File: src/rtl/panel_keys.sv
// panel_keys: front-panel key matrix scanner with per-key debounce and a
// one-hot rotary selector driven by two dedicated keys.
//
// Ports:
//   clk_sys    in   1  system clock
//   rst        in   1  asynchronous active-high reset
//   ROW        out  8  active-low row drive, one row low at a time
//   COL        in   4  active-low column sense, asynchronous to clk_sys
//   keys       out 32  debounced key state, bit r*4+c = row r column c
//   key_press  out 32  one-cycle strobe on each debounced press
//   rotary_bus out 11  one-hot rotary selector position
//
// Parameters:
//   SCAN_DIV   clk_sys cycles per row slot (>= 4)
//   DEBOUNCE   consecutive disagreeing captures needed to flip a key (1..15)
module panel_keys #(
  parameter int SCAN_DIV = 1000,
  parameter int DEBOUNCE = 4
) (
  input  logic        clk_sys,
  input  logic        rst,
  output logic [7:0]  ROW,
  input  logic [3:0]  COL,
  output logic [31:0] keys,
  output logic [31:0] key_press,
  output logic [10:0] rotary_bus
);

  localparam int              DW       = $clog2(SCAN_DIV);
  localparam logic [DW-1:0]   DIV_LAST = DW'(SCAN_DIV - 1);
  localparam logic [3:0]      DEB      = 4'(DEBOUNCE);
  localparam int              KEY_NEXT = 30;
  localparam int              KEY_PREV = 31;

  logic [DW-1:0] div_q, div_d;
  logic [2:0]    row_q, row_d;
  logic [7:0]    row_n_q, row_n_d;
  logic          capture_s;
  logic [3:0]    sync1_q, sync2_q;
  logic [31:0]   keys_q, keys_d;
  logic [31:0]   keys_dly_q;
  logic [31:0]   press_q, press_d;
  logic [10:0]   rot_q, rot_d;
  logic [3:0]    cnt_q [32];
  logic [3:0]    cnt_d [32];
  logic [3:0]    raw_s;
  logic [4:0]    idx_s;

  // Row sequencer: divider wraps at SCAN_DIV-1, which is also the capture
  // point for the row currently driven; the row advances on the same edge.
  always_comb begin
    div_d     = div_q + DW'(1);
    row_d     = row_q;
    row_n_d   = row_n_q;
    capture_s = 1'b0;
    if (div_q == DIV_LAST) begin
      div_d     = '0;
      row_d     = row_q + 3'd1;
      row_n_d   = ~(8'd1 << row_d);
      capture_s = 1'b1;
    end else begin
      capture_s = 1'b0;
    end
  end

  // Per-key debounce for the four keys of the row being captured.
  always_comb begin
    keys_d = keys_q;
    cnt_d  = cnt_q;
    raw_s  = ~sync2_q;
    idx_s  = 5'd0;
    if (capture_s) begin
      for (int c = 0; c < 4; c++) begin
        idx_s = {row_q, c[1:0]};
        if (raw_s[c] == keys_q[idx_s]) begin
          cnt_d[idx_s] = 4'd0;
        end else if (cnt_q[idx_s] + 4'd1 == DEB) begin
          keys_d[idx_s] = ~keys_q[idx_s];
          cnt_d[idx_s]  = 4'd0;
        end else begin
          cnt_d[idx_s] = cnt_q[idx_s] + 4'd1;
        end
      end
    end else begin
      keys_d = keys_q;
    end
  end

  // Press strobe: rising edges of the debounced state, one cycle late.
  always_comb begin
    press_d = keys_q & ~keys_dly_q;
  end

  // Rotary selector: NEXT rotates up, PREV rotates down, both cancel.
  always_comb begin
    rot_d = rot_q;
    case ({press_q[KEY_NEXT], press_q[KEY_PREV]})
      2'b10:   rot_d = {rot_q[9:0], rot_q[10]};
      2'b01:   rot_d = {rot_q[0], rot_q[10:1]};
      default: rot_d = rot_q;
    endcase
  end

  // State registers.
  always_ff @(posedge clk_sys or posedge rst) begin
    if (rst) begin
      div_q      <= '0;
      row_q      <= 3'd0;
      row_n_q    <= 8'hFE;
      sync1_q    <= 4'hF;
      sync2_q    <= 4'hF;
      keys_q     <= 32'd0;
      keys_dly_q <= 32'd0;
      press_q    <= 32'd0;
      rot_q      <= 11'h001;
      for (int i = 0; i < 32; i++) begin
        cnt_q[i] <= 4'd0;
      end
    end else begin
      div_q      <= div_d;
      row_q      <= row_d;
      row_n_q    <= row_n_d;
      sync1_q    <= COL;
      sync2_q    <= sync1_q;
      keys_q     <= keys_d;
      keys_dly_q <= keys_q;
      press_q    <= press_d;
      rot_q      <= rot_d;
      cnt_q      <= cnt_d;
    end
  end

  assign ROW        = row_n_q;
  assign keys       = keys_q;
  assign key_press  = press_q;
  assign rotary_bus = rot_q;

endmodule
File: config.mk
export PLATFORM = sky130hd
export DESIGN_NAME = panel_keys
export DESIGN_NICKNAME = d
export VERILOG_FILES = /design/src/rtl/panel_keys.sv
export SDC_FILE = /design/constraint.sdc
export NUM_CORES = 1
export LEC_CHECK = 0
export CAP_MARGIN = 0
export CORE_ASPECT_RATIO = 1.2
export CORE_MARGIN = 2
export CORE_UTILIZATION = 25
export CTS_CLUSTER_SIZE = 30
export DETAILED_ROUTE_END_ITERATION = 16
export PLACE_DENSITY = 0.51
export SLEW_MARGIN = 20
export SYNTH_ARGS = -nofsm -noshare
export SYNTH_HDL_FRONTEND = slang
export SYNTH_SLANG_ARGS = --single-unit
File: constraint.sdc
create_clock -name clk_sys -period 18.8 [get_ports clk_sys]
set_input_delay 4.7 -clock clk_sys [delete_from_list [all_inputs] [get_ports clk_sys]]
set_output_delay 4.7 -clock clk_sys [all_outputs]
set_load 0.05 [all_outputs]
==> flow_metrics.env, run 1 <==
export IMPL_fin_ws_ns=12.17
export IMPL_rsz0062_at_grt="false"
export IMPL_drive_above_1_share_pct=10.2
export IMPL_ys_top_cells_by_area="dfrtp_1, o21ai_0, nand2_1"
export IMPL_grt_pass1_vias=8229
export IMPL_yosys_register_bits=264
export IMPL_numCtsBuffers=27
export IMPL_clock_path_buffers=3
export IMPL_syn_to_final_growth_pct=21.5
export IMPL_async_flop_share_pct=100
export IMPL_root_buffer="clkbuf_16"
export IMPL_placed_area_um2=12800
export IMPL_startpoint="rotary_bus[0]$_DFFE_PP1P_"
export IMPL_final_hold_viol_count=0
export IMPL_syn_cell_area_um2=11300
export IMPL_multi_input_area_um2=4280
export IMPL_gp_congestion=0.751
export IMPL_drv_slew=0
export IMPL_hpwl_um=19200
export IMPL_hold_path_class="reg -> reg"
export IMPL_grt_pass1_wl_um=48500
export IMPL_yosysTopAreaCell="dfrtp_1"
export IMPL_path_buf_inv=1
export IMPL_antenna_cells=0
export IMPL_syn_nets=1056
export IMPL_ff_latch_area_um2=6630
export IMPL_whs_ns=0.355
export IMPL_critPathKind="reg -> out"
export IMPL_critPathSlowestCell="clkdlybuf4s50_1"
export IMPL_rows=85
export IMPL_synth_most_common_cell="dfrtp_1"
export IMPL_dieArea_um2=46900
export IMPL_antenna_found_initial=0
export IMPL_seq_area_frac_synth_pct=58.6
export IMPL_status="finished clean"
export IMPL_clock_latency_ns=0.55
export IMPL_worstPathArrival_ns=1.93
export IMPL_core_um2=44800
export IMPL_yosysTopAreaCellShare_pct=54.9
export IMPL_setup_tns_ns=0
export IMPL_cpLargestDelayFamily="buffers and inverters"
export IMPL_worstSetupEndpointType="primary output"
export IMPL_wire_per_inst_um=17.4
export IMPL_ir_drop_uv=57.1
export IMPL_tightest_slew_ns=1.17
export IMPL_die_y_um=237
export IMPL_fmax_ghz=0.151
export IMPL_p_per_area_nw_per_um2=84.3
export IMPL_required_ns=14.10
export IMPL_cts_max_level=1
export IMPL_wl_um=30400
export IMPL_cts_sinks=264
export IMPL_routed_via_density=4.65
export IMPL_drt_pass1_iter_count=4
export IMPL_critical_path_max_fanout=4
export IMPL_io_pins=89
export IMPL_cts_clk_slew_worst_paths_ns=0.06
export IMPL_cts_setup_buffers=0
export IMPL_syn_area_per_cell_um2=10.9
export IMPL_crit_chain="clkdlybuf4s50_1"
export IMPL_die_x_um=198
export IMPL_yosys_top_cells_count="dfrtp_1, nand2_1, o21ai_0"
export IMPL_io_buffers=88
export IMPL_synth_main_ff_cell="dfrtp_1"
export IMPL_drt_iter0_drc=430
export IMPL_cts_tree="yes"
export IMPL_grt_usage_pct=13.2
export IMPL_p_leak_nw=5.81
export IMPL_period_share_pct=35.3
export IMPL_finClkSkew_ns=0.0144
export IMPL_cts_resized=0
export IMPL_final_nets=1131
export IMPL_cts_hold_buf=0
export IMPL_final_area_um2=13700
export IMPL_drtAntennaViolNets=0
export IMPL_relSlewSlack_pct=22.0
export IMPL_min_from="sync1_q[3]$_DFF_PP1_"
export IMPL_ys_warn_count=0
export IMPL_fillers=4580
export IMPL_fin_crit_ns=6.63
export IMPL_netlist_instances=1039
export IMPL_p_total_w=0.00116
export IMPL_start_util_pct=25.2
export IMPL_drc=0
export IMPL_crit_path_max_incr_delay_ns=0.83
export IMPL_via_count=8112
export IMPL_grt_start_max_net_pins=114
export IMPL_yosysUniqueCellTypes=61
export IMPL_dp_worst_setup_slack_ns=11.91
export IMPL_setup_viol=0
export IMPL_synth_edff_count=0
export IMPL_r2r_start="row_q[2]$_DFFE_PP0P_"
export IMPL_overflow=0
export IMPL_maxCapViolCount=0
export IMPL_start_kind="flop"
area by class of cell:
cell class                 instances  area share [%]
timing repair buffer             107            7.45
sequential                       264            48.3
clock inverter                    12            1.24
multi-input combinational        692            31.2
tap                              609            5.55
clock buffer                      38            5.66
inverter                          22           0.656
cell families (layout without fill, tap and decap cells):
family / after synthesis / in the layout / synth area share (%)
and+or+nand+nor: 316 / 316 / 12.7
AOI/OAI and AO/OA: 273 / 273 / 14.1
DFF: 264 / 264 / 58.6
buffers and inverters: 83 / 179 / 3.54
muxes: 78 / 78 / 8.63
xor gates and xnor gates: 14 / 14 / 1.15
adders and majority gates: 11 / 11 / 1.22
cells in the final DEF (no fill, tap or decap), types with 23 or more instances in the layout:
cell and count:
dfrtp_1 247, o21ai_0 163, clkdlybuf4s50_1 88, mux2i_1 58, a21oi_1 29, nor2b_1 35, nand2_1 194, clkbuf_16 27
nor2_1 23
sequential cells by signal (all words and copies together) (netlist names):
register and cells:
key_press 32, cnt_q 128, sync2_q 4, ROW 8, keys_dly_q 32, sync1_q 4
keys 32, rotary_bus 11, div_q 10, row_q 3
metrics by stage:
stage                     util, %  cells
after global placement       28.5   1694
final                        30.7   1744
after global routing         30.7   1744
after CTS                    30.7   1744
after detailed placement     28.5   1694
after floorplan                 -   1039
worst paths after layout:
kind                                          end  slack (ns)  cells past startpoint
setup / recovery                    rotary_bus[0]       12.17                      1
hold / removal               sync2_q[3]$_DFF_PP1_        0.36                      0
setup reg to reg           cnt_q[114]$_DFFE_PP0P_       14.78                      8
hold reg to reg              sync2_q[3]$_DFF_PP1_        0.36                      0
max in group asynchronous  cnt_q[112]$_DFFE_PP0P_       12.59                      3
min in group asynchronous      ROW[0]$_DFFE_PP0P_        4.70                      2
per-layer routing:
| layer | up-vias | part of all wire (%) | global-route usage [%] |
|---|---|---|---|
| met5 | - | 0 | 0 |
| met4 | 0 | 2.2 | 3.92 |
| met3 | 44 | 4.4 | 2.07 |
| met2 | 202 | 51 | 23.4 |
| met1 | 4082 | 42 | 16.6 |
| li1 | 3784 | - | - |
report_power, final:
group | leakage (nW) | internal, W | switching, W
clock | 0.467 | 0.000343 | 0.000229
sequential | 3.62 | 0.000570 | 0.00000125
combinational | 1.72 | 0.00000185 | 0.0000134
total | 5.81 | 0.000915 | 0.000243
Power figures use the tool's default switching activity.
==> run 2: changes to the inputs <==
- PLACE_DENSITY: 0.51 -> 0.52
- clock period: 18.8 -> 6.06 ns (I/O delays scaled with it)
==> flow_metrics.env, run 2 (same netlist as run 1, synthesis figures left out) <==
export IMPL_crit_path_max_incr_delay_ns=0.87
export IMPL_sw_frac_of_total_pct=21.1
export IMPL_numCtsBuffers=26
export IMPL_final_common_cell="dfrtp_1"
export IMPL_cts_sinks=264
export IMPL_cp_common_cell="o21ai_0"
export IMPL_grt_pass1_vias=8161
export IMPL_antenna_found_initial=0
export IMPL_p_per_area_nw_per_um2=250
export IMPL_fmax_ghz=0.273
export IMPL_r2r_slack_ns=2.40
export IMPL_worstHoldPathCells=0
export IMPL_hold_path_class="reg -> reg"
export IMPL_period_share_pct=60.3
export IMPL_power_frac_seq_pct=52.0
export IMPL_core_um2=44800
export IMPL_syn_to_final_growth_pct=20.8
export IMPL_die_y_um=237
export IMPL_required_ns=6.49
export IMPL_cts_hold_buf=0
export IMPL_r2r_start="row_q[2]$_DFFE_PP0P_"
export IMPL_final_hold_viol_count=0
export IMPL_relSlewSlack_pct=17.2
export IMPL_drtAntennaViolNets=0
export IMPL_largest_register="cnt_q"
export IMPL_ir_drop_uv=207
export IMPL_routed_via_density=4.63
export IMPL_dp_cells=1697
export IMPL_antenna_cells=0
export IMPL_critical_path_max_fanout=30
export IMPL_io_pins=89
export IMPL_timing_rr_end="cnt_q[34]$_DFFE_PP0P_"
export IMPL_p_int_w=0.00269
export IMPL_hold_end="sync2_q[0]$_DFF_PP1_"
export IMPL_worstPathArrival_ns=4.08
export IMPL_cts_tree="yes"
export IMPL_wire_per_inst_um=17.7
export IMPL_drt_iter0_drc=476
export IMPL_p_leak_nw=5.76
export IMPL_worstSetupEndpointType="flop"
export IMPL_finClkSkew_ns=0.0118
export IMPL_power_frac_comb_pct=1.5
export IMPL_overflow=0
export IMPL_start_util_pct=25.2
export IMPL_tightest_slew_ns=1.23
export IMPL_root_buffer="clkbuf_16"
export IMPL_cpLargestDelayFamily="compound AO/OA/AOI/OAI gates"
export IMPL_setup_tns_ns=0
export IMPL_io_buffers=88
export IMPL_status="finished clean"
export IMPL_hpwl_um=20100
export IMPL_rows=85
export IMPL_crit_chain="buf_4 -> mux2i_1 -> a22oi_1 -> nand2_1 -> xnor2_1 -> o21ai_0 -> o21ai_0"
export IMPL_die_x_um=198
export IMPL_most_common_layout_cells="dfrtp_1, nand2_1, o21ai_0"
export IMPL_setup_viol=0
export IMPL_drc=0
export IMPL_rsz0062_at_grt="false"
export IMPL_critPathSlowestCell="dfrtp_2"
export IMPL_wl_um=30800
export IMPL_gp_congestion=0.791
export IMPL_grt_usage_pct=13.4
export IMPL_grt_pass1_wl_um=49200
export IMPL_largest_register_ff_count=128
export IMPL_final_nets=1133
export IMPL_min_from="sync1_q[0]$_DFF_PP1_"
export IMPL_fin_crit_ns=3.66
export IMPL_p_switching_w=0.000720
export IMPL_clock_power_share_pct=46.6
export IMPL_drt_pass1_iter_count=5
export IMPL_start_kind="flop"
export IMPL_grt_start_max_net_pins=102
export IMPL_maxCapViolCount=0
export IMPL_cts_resized=0
export IMPL_via_count=8083
export IMPL_cts_max_level=1
export IMPL_reg2reg_depth=7
export IMPL_drv_slew=0
export IMPL_dieArea_um2=46900
export IMPL_drive_above_1_share_pct=9.68
export IMPL_clock_path_buffers=3
export IMPL_post_layout_nonfiller_instances=1745
export IMPL_path_buf_inv=1
export IMPL_utilization_pct=30.5
export IMPL_cts_setup_buffers=0
export IMPL_clock_latency_ns=0.54
export IMPL_fillers=4574
export IMPL_critPathKind="reg -> reg"
export IMPL_cts_clk_slew_worst_paths_ns=0.07
## run 2: stage by stage
step | worst slack (ns) | power (W) | hold slack (ns) | area, um^2
floorplan | 1.07 | 0.00184 | 0.345 | 11300
global placement | 2.46 | 0.00186 | 0.348 | 12800
detailed placement | 2.44 | 0.00186 | 0.347 | 12800
CTS | 2.42 | 0.00345 | 0.356 | 13600
global route | 1.94 | 0.00353 | 0.359 | 13600
finish | 2.40 | 0.00341 | 0.355 | 13600
## run 2: worst max path at each step
stage	from	end	slack (ns)	cells after the start
after floorplan	rst	ROW[0]$_DFFE_PP0P_	1.07	1
after global placement	row_q[2]$_DFFE_PP0P_	cnt_q[66]$_DFFE_PP0P_	2.46	7
after detailed placement	row_q[2]$_DFFE_PP0P_	cnt_q[34]$_DFFE_PP0P_	2.44	7
after CTS	row_q[2]$_DFFE_PP0P_	cnt_q[34]$_DFFE_PP0P_	2.42	7
after global routing	row_q[2]$_DFFE_PP0P_	cnt_q[66]$_DFFE_PP0P_	1.94	7
final	row_q[2]$_DFFE_PP0P_	cnt_q[34]$_DFFE_PP0P_	2.40	7
## run 2: metal layers
layer	GRT usage, %	share of wire [%]
met4	4.22	2.3
met2	23.7	51
met5	0	0
met3	1.78	4.3
met1	16.9	42
## run 2: cell type report
class / count / area, um^2 / area share, %
clock inverter: 5 / 52.6 / 0.385
timing repair buffer: 110 / 1060 / 7.76
clock buffer: 43 / 776 / 5.68
sequential: 264 / 6630 / 48.6
tap: 609 / 762 / 5.58
multi-input combinational: 692 / 4290 / 31.4
inverter: 22 / 86.3 / 0.633
## run 2: worst reg2reg max path, stage by stage (launching register included)
cell and delay, ns:
dfrtp_2 0.87, buf_4 0.49, mux2i_1 0.19, a22oi_1 0.23
nand2_1 0.15, xnor2_1 0.75, o21ai_0 0.57, o21ai_0 0.29
## run 2: power by group through the flow
stage	clock network (W)	logic (W)	registers (W)
after floorplan	0	0.0000342	0.00180
after global placement	0	0.0000524	0.00180
after detailed placement	0	0.0000527	0.00180
after CTS	0.00163	0.0000528	0.00177
after global routing	0.00170	0.0000587	0.00177
final	0.00159	0.0000498	0.00177
